**src/rtl/player_motion_pkg.sv**
```systemverilog
// Shared definitions for the player motion path: state encoding, line heights, height width.
package player_motion_pkg;

   localparam int HEIGHT_W = 9;

   typedef enum logic [1:0] {
      AIR    = 2'd0,
      GROUND = 2'd1,
      DEAD   = 2'd2
   } motion_state_e;

   localparam logic [HEIGHT_W-1:0] LINE_H0 = 9'd120;
   localparam logic [HEIGHT_W-1:0] LINE_H1 = 9'd180;
   localparam logic [HEIGHT_W-1:0] LINE_H2 = 9'd240;
   localparam logic [HEIGHT_W-1:0] LINE_H3 = 9'd300;

   // Widen an unsigned height so it can be compared against signed step results.
   function automatic logic signed [10:0] toSigned(input logic [HEIGHT_W-1:0] h);
      return $signed({2'b00, h});
   endfunction

   function automatic logic between(input logic signed [10:0] lo,
                                    input logic signed [10:0] t,
                                    input logic signed [10:0] hi);
      return (lo <= t) && (t <= hi);
   endfunction

endpackage

```
**src/rtl/tick_gen.sv**
```systemverilog
// Free-running divider producing a one-cycle pulse every TICK_DIV clocks, with synchronous clear.
module tick_gen #(
   parameter int TICK_DIV = 416667
) (
   input  logic clk,
   input  logic reset,
   input  logic clear_i,
   output logic tick_o
);

   localparam int CW = (TICK_DIV > 1) ? $clog2(TICK_DIV) : 1;
   localparam logic [CW-1:0] LAST = CW'(TICK_DIV - 1);

   logic [CW-1:0] count_q, count_d;

   always_comb begin
      count_d = count_q + 1'b1;
      if (clear_i || count_q == LAST) begin
         count_d = '0;
      end
   end

   always_ff @(posedge clk or negedge reset) begin
      if (!reset) begin
         count_q <= '0;
      end else begin
         count_q <= count_d;
      end
   end

   assign tick_o = (count_q == LAST);

endmodule

```
**src/rtl/player_motion.sv**
```systemverilog
// Vertical motion integrator for the player sprite; define PLAYER_ACCEL_EN for ramped
// velocity, otherwise the player moves at constant VMAX speed while airborne.
module player_motion
   import player_motion_pkg::*;
#(
   parameter int TICK_DIV = 416667,
   parameter int VMAX     = 8,
   parameter int H_START  = 120,
   parameter int H_MAX    = 479
) (
   input  logic                clk,
   input  logic                reset,
   input  logic                restart,
   input  logic                dir,
   input  logic [2:0]          lines,
   output logic [HEIGHT_W-1:0] height,
   output logic                grounded,
   output logic                dead,
   output logic                move_tick
);

   localparam logic [3:0]          VMAX_V   = 4'(VMAX);
   localparam logic [HEIGHT_W-1:0] HSTART_V = HEIGHT_W'(H_START);
   localparam logic [HEIGHT_W-1:0] HMAX_V   = HEIGHT_W'(H_MAX);
   localparam logic signed [10:0]  HMAX_S   = 11'(H_MAX);

   motion_state_e       state_q, state_d;
   logic [HEIGHT_W-1:0] height_q, height_d;
   logic [3:0]          vel_q, vel_d;
   logic                dir_q, dir_d;

   logic                velReset;
   logic                doStep;
   logic                restAtHeight;
   logic [3:0]          velN;
   logic signed [10:0]  hS, newS;

   tick_gen #(.TICK_DIV(TICK_DIV)) uTickGen (
      .clk     (clk),
      .reset   (reset),
      .clear_i (restart),
      .tick_o  (move_tick)
   );

   // Next-state: restart beats the tick; otherwise one motion step per tick unless resting or dead.
   always_comb begin
      state_d      = state_q;
      height_d     = height_q;
      vel_d        = vel_q;
      dir_d        = dir_q;
      velReset     = 1'b0;
      doStep       = 1'b0;
      velN         = '0;
      newS         = '0;
      hS           = toSigned(height_q);
      restAtHeight = dir ? ((lines[1] && height_q == LINE_H1) || (lines[2] && height_q == LINE_H3))
                         : ((lines[1] && height_q == LINE_H2) || (lines[0] && height_q == LINE_H0));

      if (restart) begin
         state_d  = AIR;
         height_d = HSTART_V;
         vel_d    = '0;
      end else if (move_tick && state_q != DEAD) begin
         dir_d = dir;
         case (state_q)
            AIR: begin
               doStep   = 1'b1;
               velReset = (dir != dir_q);
            end
            GROUND: begin
               if (!(dir == dir_q && restAtHeight)) begin
                  doStep   = 1'b1;
                  velReset = 1'b1;
               end
            end
            default: ;
         endcase

         if (doStep) begin
`ifdef PLAYER_ACCEL_EN
            if (velReset) begin
               velN = 4'd1;
            end else if (vel_q >= VMAX_V) begin
               velN = VMAX_V;
            end else begin
               velN = vel_q + 4'd1;
            end
`else
            velN = (velReset || vel_q == '0) ? VMAX_V : vel_q;
`endif
            newS = dir ? (hS + $signed({7'd0, velN})) : (hS - $signed({7'd0, velN}));

            // Targets are tried in the order the player meets them.
            if (!dir && lines[1] && between(newS, toSigned(LINE_H2), hS)) begin
               state_d  = GROUND;
               height_d = LINE_H2;
               vel_d    = '0;
            end else if (!dir && lines[0] && between(newS, toSigned(LINE_H0), hS)) begin
               state_d  = GROUND;
               height_d = LINE_H0;
               vel_d    = '0;
            end else if (dir && lines[1] && between(hS, toSigned(LINE_H1), newS)) begin
               state_d  = GROUND;
               height_d = LINE_H1;
               vel_d    = '0;
            end else if (dir && lines[2] && between(hS, toSigned(LINE_H3), newS)) begin
               state_d  = GROUND;
               height_d = LINE_H3;
               vel_d    = '0;
            end else if (!dir && newS <= 0) begin
               state_d  = DEAD;
               height_d = '0;
            end else if (dir && newS >= HMAX_S) begin
               state_d  = DEAD;
               height_d = HMAX_V;
            end else begin
               state_d  = AIR;
               height_d = newS[HEIGHT_W-1:0];
               vel_d    = velN;
            end
         end
      end
   end

   always_ff @(posedge clk or negedge reset) begin
      if (!reset) begin
         state_q  <= AIR;
         height_q <= HSTART_V;
         vel_q    <= '0;
         dir_q    <= 1'b0;
      end else begin
         state_q  <= state_d;
         height_q <= height_d;
         vel_q    <= vel_d;
         dir_q    <= dir_d;
      end
   end

   assign height   = height_q;
   assign grounded = (state_q == GROUND);
   assign dead     = (state_q == DEAD);

endmodule
```
**config.mk**
```make
export PLATFORM = sky130hd
export DESIGN_NAME = player_motion
export DESIGN_NICKNAME = d
export VERILOG_FILES = /design/src/rtl/player_motion_pkg.sv /design/src/rtl/tick_gen.sv /design/src/rtl/player_motion.sv
export SDC_FILE = /design/constraint.sdc
export NUM_CORES = 1
export LEC_CHECK = 0
export BUFFER_PORTS_ARGS = -buffer_cell sky130_fd_sc_hd__buf_4
export CAP_MARGIN = 10
export CORE_MARGIN = 2
export CORE_UTILIZATION = 55
export CTS_BUF_LIST = sky130_fd_sc_hd__clkbuf_16
export CTS_CLUSTER_DIAMETER = 150
export CTS_CLUSTER_SIZE = 25
export DETAILED_ROUTE_END_ITERATION = 10
export GPL_TIMING_DRIVEN = 0
export HOLD_SLACK_MARGIN = 0.08
export PLACE_DENSITY_LB_ADDON = 0.2
export SYNTH_ARGS = -nofsm -noshare
export SYNTH_HDL_FRONTEND = slang
export SYNTH_SLANG_ARGS = --single-unit
```
**constraint.sdc**
```tcl
create_clock -name clk -period 5.35 [get_ports clk]
set_clock_uncertainty 0.2 [all_clocks]
set_input_delay 0.8025 -clock clk [delete_from_list [all_inputs] [get_ports clk]]
set_output_delay 0.8025 -clock clk [all_outputs]
set_load 0.02 [all_outputs]
```
Word-level counts from Yosys, hierarchy flattened:

Index checks and enable logic that the tools add are counted.
Widths: inputs -> output; s select.

* flip-flop bits (word level): 35
* input bits: 7
* output and inout port bits: 12
* word-level logic and storage cells: 101

* $add $sub $neg: 3
* magnitude comparators: 10
* eq/ne operators: 12
* mux-type cells: 38
* bitwise gates (word level): 1
* reduce and logical (&&, ||, !) cells: 32

Operator list (count)
* $mux 9: 9
* $mux 4: 10
* $logic_and 1x1->1: 20
* $add 19x1->19 const B: 1
* $eq 19x19->1 const B: 1
* $mux 19: 1
* $eq 9x8->1 const B: 2
* $mux 2: 9
* $ne 6x6->1 const B: 2
* $ge 11x10->1 const B: 1
* $le 10x11->1 const A: 1
* $le 11x1->1 const B: 1
* $le 11x8->1 const B: 1
* $le 11x9->1 const B: 1
* $le 9x11->1 const A: 1
* $mux 11: 1
* $add 9x4->10: 1
* $sub 9x4->10: 1
* $eq 9x7->1 const B: 1
* $eq 9x9->1 const B: 1
* $le 7x9->1 const A: 1
* $le 8x9->1 const A: 1
* $le 9x8->1 const B: 1
* $le 9x9->1 const B: 1
* 15 further kinds: 26

Longest topological paths before layout:

* depth in word-level cells: 24
* mapped depth: 20
* gate-level depth less buffers: 17

Modules after synthesis:

A second synthesis with hierarchy kept.

* cell total of the unflattened synthesis: 335
* area total of the unflattened synthesis: 2935.3 um^2

By module, submodules not included
* player_motion: instances 1, cells an instance 236, area an instance 1963.1 um^2, seq. area each 405.4 um^2
* tick_gen: instances 1, cells an instance 99, area an instance 972.2 um^2, seq. area each 475.5 um^2

Worst setup path before layout:

Ideal clock, no wire load.

* kind: input-to-reg
* from: in dir
* to: reg vel_q[3]
* library setup time: 0.078 ns
* data arrival time: 5.050 ns
* data required time: 5.072 ns
* path slack: 0.022 ns
* stages: 18
* path buffers: 1
* cell sequence: buf_4 or4_1 a2111oi_0 nor2_1 nand2_1 and2_1 ha_1 inv_1 fa_1 or2_1 a211oi_2 a21oi_1 xor2_1 or3_1 o311a_1 or2_1 or4_1 a21oi_1

* longest elaborated chain between the ends: 20
* elaborated cells on any way between the ends: 50
* classes of those cells: add/sub (2); order compare (6); eq/ne (4); mux (19); reduce/logical (19)

Ends and longest elaborated chain
* start, declared: line player_motion.sv:14 `input logic dir,`
* $eq 1x1->1 / $mux 1 (equally long branches): line player_motion.sv:71, player_motion.sv:56
* $logic_and 1x1->1: line player_motion.sv:71 `if (!(dir == dir_q && restAtHeight)) begin`
* $mux 1: line player_motion.sv:71
* $pmux 1 s2: line player_motion.sv:65 `case (state_q)`
* $mux 1: line player_motion.sv:63 `end else if (move_tick && state_q != DEAD) begin`
* $mux 1: line player_motion.sv:59 `if (restart) begin`
* $logic_or 1x1->1: line player_motion.sv:89 `velN = (velReset || vel_q == '0) ? VMAX_V : vel_q;`
* $mux 4: line player_motion.sv:89
* (+4 left out)
* $logic_and 1x1->1: line player_motion.sv:106 `end else if (dir && lines[2] && between(hS, toSigned(LINE_H3), newS)) begin`
* $mux 4: line player_motion.sv:106
* $mux 4: line player_motion.sv:102 `end else if (dir && lines[1] && between(hS, toSigned(LINE_H1), newS)) begin`
* $mux 4: line player_motion.sv:98 `end else if (!dir && lines[0] && between(newS, toSigned(LINE_H0), hS)) begin`
* $mux 4: line player_motion.sv:94 `if (!dir && lines[1] && between(newS, toSigned(LINE_H2), hS)) begin`
* $mux 4: line player_motion.sv:79 `if (doStep) begin`
* $mux 4: line player_motion.sv:63
* $mux 4: line player_motion.sv:59
* end signal, assigned: line player_motion.sv:134 `vel_q <= vel_d;`
* end, declared: line player_motion.sv:29 `logic [3:0] vel_q, vel_d;`

Several ways; a longest one is shown, not always the timed one. The select of a mux whose other input is x is not followed.
A chain may end at the register's enable or synchronous reset.

Worst setup path in the final report:

Same ends and word-level chain as after synthesis.

==> flow_summary_export.csv <==
group,metric,value,unit
logic_synthesis,synth_most_common_cell,"nor2_1",
power,ir_drop,273,uV
final_layout,final_cell_count_no_fill,442,
routing,postRouteAntennaNets,0,
sta,worst_slack,66.8,ps
worst_setup_path,r2r_slack,270,ps
logic_synthesis,yosysWarnings,0,
worst_setup_path,cp-startpoint,"dir",
cts,cts.sinks,35,
cts,clockBufferDepth,2,
floorplan,dieWidth,75.6,um
floorplan,core_region_area,5010,um^2
routing,wl_per_cell,16.5,um
power,p_leak,1.44,nW
final_layout,drive_gt1_share,22.6,%
run,max_cap_violations,0,
floorplan,ioPinCount,19,
logic_synthesis,syn_nets,358,
logic_synthesis,yosysSeqAreaShare,31.2,%
placed_design,place_ws,-841,ps
final_layout,fin_nets,392,
logic_synthesis,netlist_instances,337,
sta,maxSlewHeadroom,60.6,%
logic_synthesis,ys.flop_type,"dfrtp_1",
sta,fin_crit,5280,ps
power,p_per_area,190,nW/um^2
global_routing,gr-usage-all-layers,25.6,%
sta,rsz0062_at_grt,"yes",
floorplan,rows,26,
worst_setup_path,path_class,"input pin to register",
worst_setup_path,r2r_start,"height[4]",
logic_synthesis,syn_area_per_cell,8.36,um^2
sta,fmax,189,MHz
placed_design,gp_congestion,0.904,
worst_setup_path,crit_fanout,10,
cts,cts_tree,"yes",
cts,numCtsBuffers,5,
cts,cts_hold_buf,0,
worst_setup_path,endpoint_kind,"register",
routing,viasPerCell,5.95,
floorplan,design.die.area,5710,um^2
worst_setup_path,critPathRequiredTime,5350,ps
routing,via_count,2631,
final_layout,nFillCells,430,
cts,ctsHtreeMaxLevel,2,
cts,clkTransAtPathRegs,50,ps
global_routing,grt_pass1_wl,11000,um
sta,worst_pin_slew,587,ps
sta,hold_viol_final,0,
logic_synthesis,synth_top_area_share,27.5,%
logic_synthesis,synth_cell_types,76,
worst_setup_path,cp_cell_sequence,"buf_4 > buf_6 > or4_4 > a2111oi_4 > nor2_1 > nand2_2 > and2_4 > ha_4 > inv_1 > fa_2 > or2_1 > a211oi_2 > a21oi_2 > xor2_2 > or3_1 > o311a_1 > or2_1 > or4_4 > a21oi_2",
logic_synthesis,ys_ff_latch,35,
global_routing,overflow,0,
sta,fin_crit_sh,98.8,%
routing,drt-total-wl,7280,um
cts,clk_latency,280,ps
routing,drc,0,
sta,drv_slew,0,
final_layout,diodes,0,
logic_synthesis,synth_edf_count,0,
global_routing,grt_pass1_vias,2346,
logic_synthesis,ys_async_sr_fraction,100,%
final_layout,fin_util,67.8,%
hold_path,min_path_type,"input pin to async pin",
worst_setup_path,cp_slowest_cell,"or4_4",
placed_design,place_inst,425,
worst_setup_path,critPathLaunchType,"input pin",
worst_setup_path,path_delay_family,"simple AND/OR/NAND/NOR gates",
global_routing,antenna_found_initial,0,
placed_design,place_hpwl,5340,um
logic_synthesis,ys_top_cells_by_area,"dfrtp_1 (28%), nor2_1 (6.3%), ha_1 (5.3%), dfstp_2 (3.7%), xor2_1 (3.7%)",
worst_setup_path,slowest_delay,520,ps
logic_synthesis,yosysTopAreaCell,"dfrtp_1",
global_routing,grt_max_degree,36,
worst_setup_path,rr_worst_depth,18,
routing,dr.pass1.iters,5,
logic_synthesis,synth_common_cells,"nor2_1 (47), dfrtp_1 (31), nand2_1 (27)",
logic_synthesis,syn-cell-area,2820,um^2
worst_setup_path,r2r_end,"vel_q[3]",
floorplan,initial_core_util,56.3,%
worst_setup_path,cp.arrival,5290,ps
run_status,outcome,"finished clean",
floorplan,die_h,75.6,um
sta,final-setup-viol-count,0,
sta,whs,268,ps
final_layout,area_delta_synth_final,20.5,%
routing,drt_iter0_drc,162,
placed_design,io_buffers,18,
cts,clock-root-buffer,"clkbuf_16",
sta,tns,0,ps
worst_setup_path,path_buf_inv,3,
[sequential cells by signal, indices dropped and copies added (netlist names)]
register / cells
vel_q: 4
state_q: 2
uTickGen.count_q: 19
height: 9
dir_q: 1
[power by group]
group          switching (mW)  internal, mW  total [mW]
Combinational          0.0350        0.0220      0.0570
Clock                   0.104         0.217       0.321
Sequential            0.00217         0.267       0.269
[how the worst max path moves through the flow]
stage | end | slack (ps) | depth (start not counted)
6_report | vel_q[3] | 70 | 19
5_1_grt | vel_q[3] | -60 | 19
4_1_cts | vel_q[3] | 7 | 19
3_5_place_dp | vel_q[3] | -840 | 19
3_3_place_gp | vel_q[3] | -780 | 19
2_1_floorplan | vel_q[3] | 20 | 18
[layer usage]
layer  up-vias  global-route usage (%)  routed length, um
met1      1241                    32.5               3040
met2        89                    43.8               3690
met5         -                       0                  0
met3        18                    3.57                357
met4         0                    10.9                187
li1       1283                       -                  -
[cell usage in the layout, fill, tap and decap left out, types with 3 or more instances in the layout]
cell       instances
nor2_1            46
nor3b_1            3
nor3_1             8
or2_2              4
xor2_1            11
or2_1              3
o22ai_1            3
a21o_1             5
inv_1             13
o31ai_1            4
o21ai_0            9
nand2_1           26
a21oi_1           15
clkbuf_1           5
clkbuf_16          5
and3_1             3
buf_4             29
dfrtp_1           31
a211oi_1           4
or3_1              4
nor2b_1            8
or4_4              3
nor4_1             3
o21ai_1            3
nand3_1           19
xnor2_1            9
clkinv_1           3
ha_1              10
dfstp_2            4
and2_1             3
a21oi_2            5
[cells by family after synthesis]
| kind of cell | share of synthesized area (%) |
|---|---|
| and+or+nand+nor | 28.0 |
| AOI/OAI and AO/OA | 21.3 |
| DFF | 31.2 |
| buffers and inverters | 4.53 |
| xor gates and xnor gates | 7.10 |
| adders and majority gates | 6.75 |
| muxes | 1.15 |
[area by class of cell]
cell class / instances / area (um^2) / share of cell area (%)
well taps: 70 / 87.6 / 2.58
plain buffers: 12 / 71.3 / 2.10
clock buffers: 5 / 125 / 3.68
clock inverters: 3 / 38.8 / 1.14
repair buffers: 27 / 203 / 5.97
multi-input cells: 273 / 1930 / 56.7
inverters: 17 / 63.8 / 1.88
flip-flops and latches: 35 / 881 / 25.9
[timing repair]
item | CTS | global route
setup endpoints to repair | 15 | 13
pin swaps | 2 | 12
buffers inserted | 1 | 8
hold endpoints to repair | 0 | 0
resized for setup | 9 | 21
[through the flow]
| stage | power [mW] | instance area [um^2] |
|---|---|---|
| after floorplan | 0.305 | 2820 |
| after global placement | 0.322 | 3040 |
| after detailed placement | 0.323 | 3040 |
| after CTS | 0.649 | 3260 |
| after global routing | 0.672 | 3400 |
| final | 0.647 | 3400 |
Power figures use the tool's default switching activity.
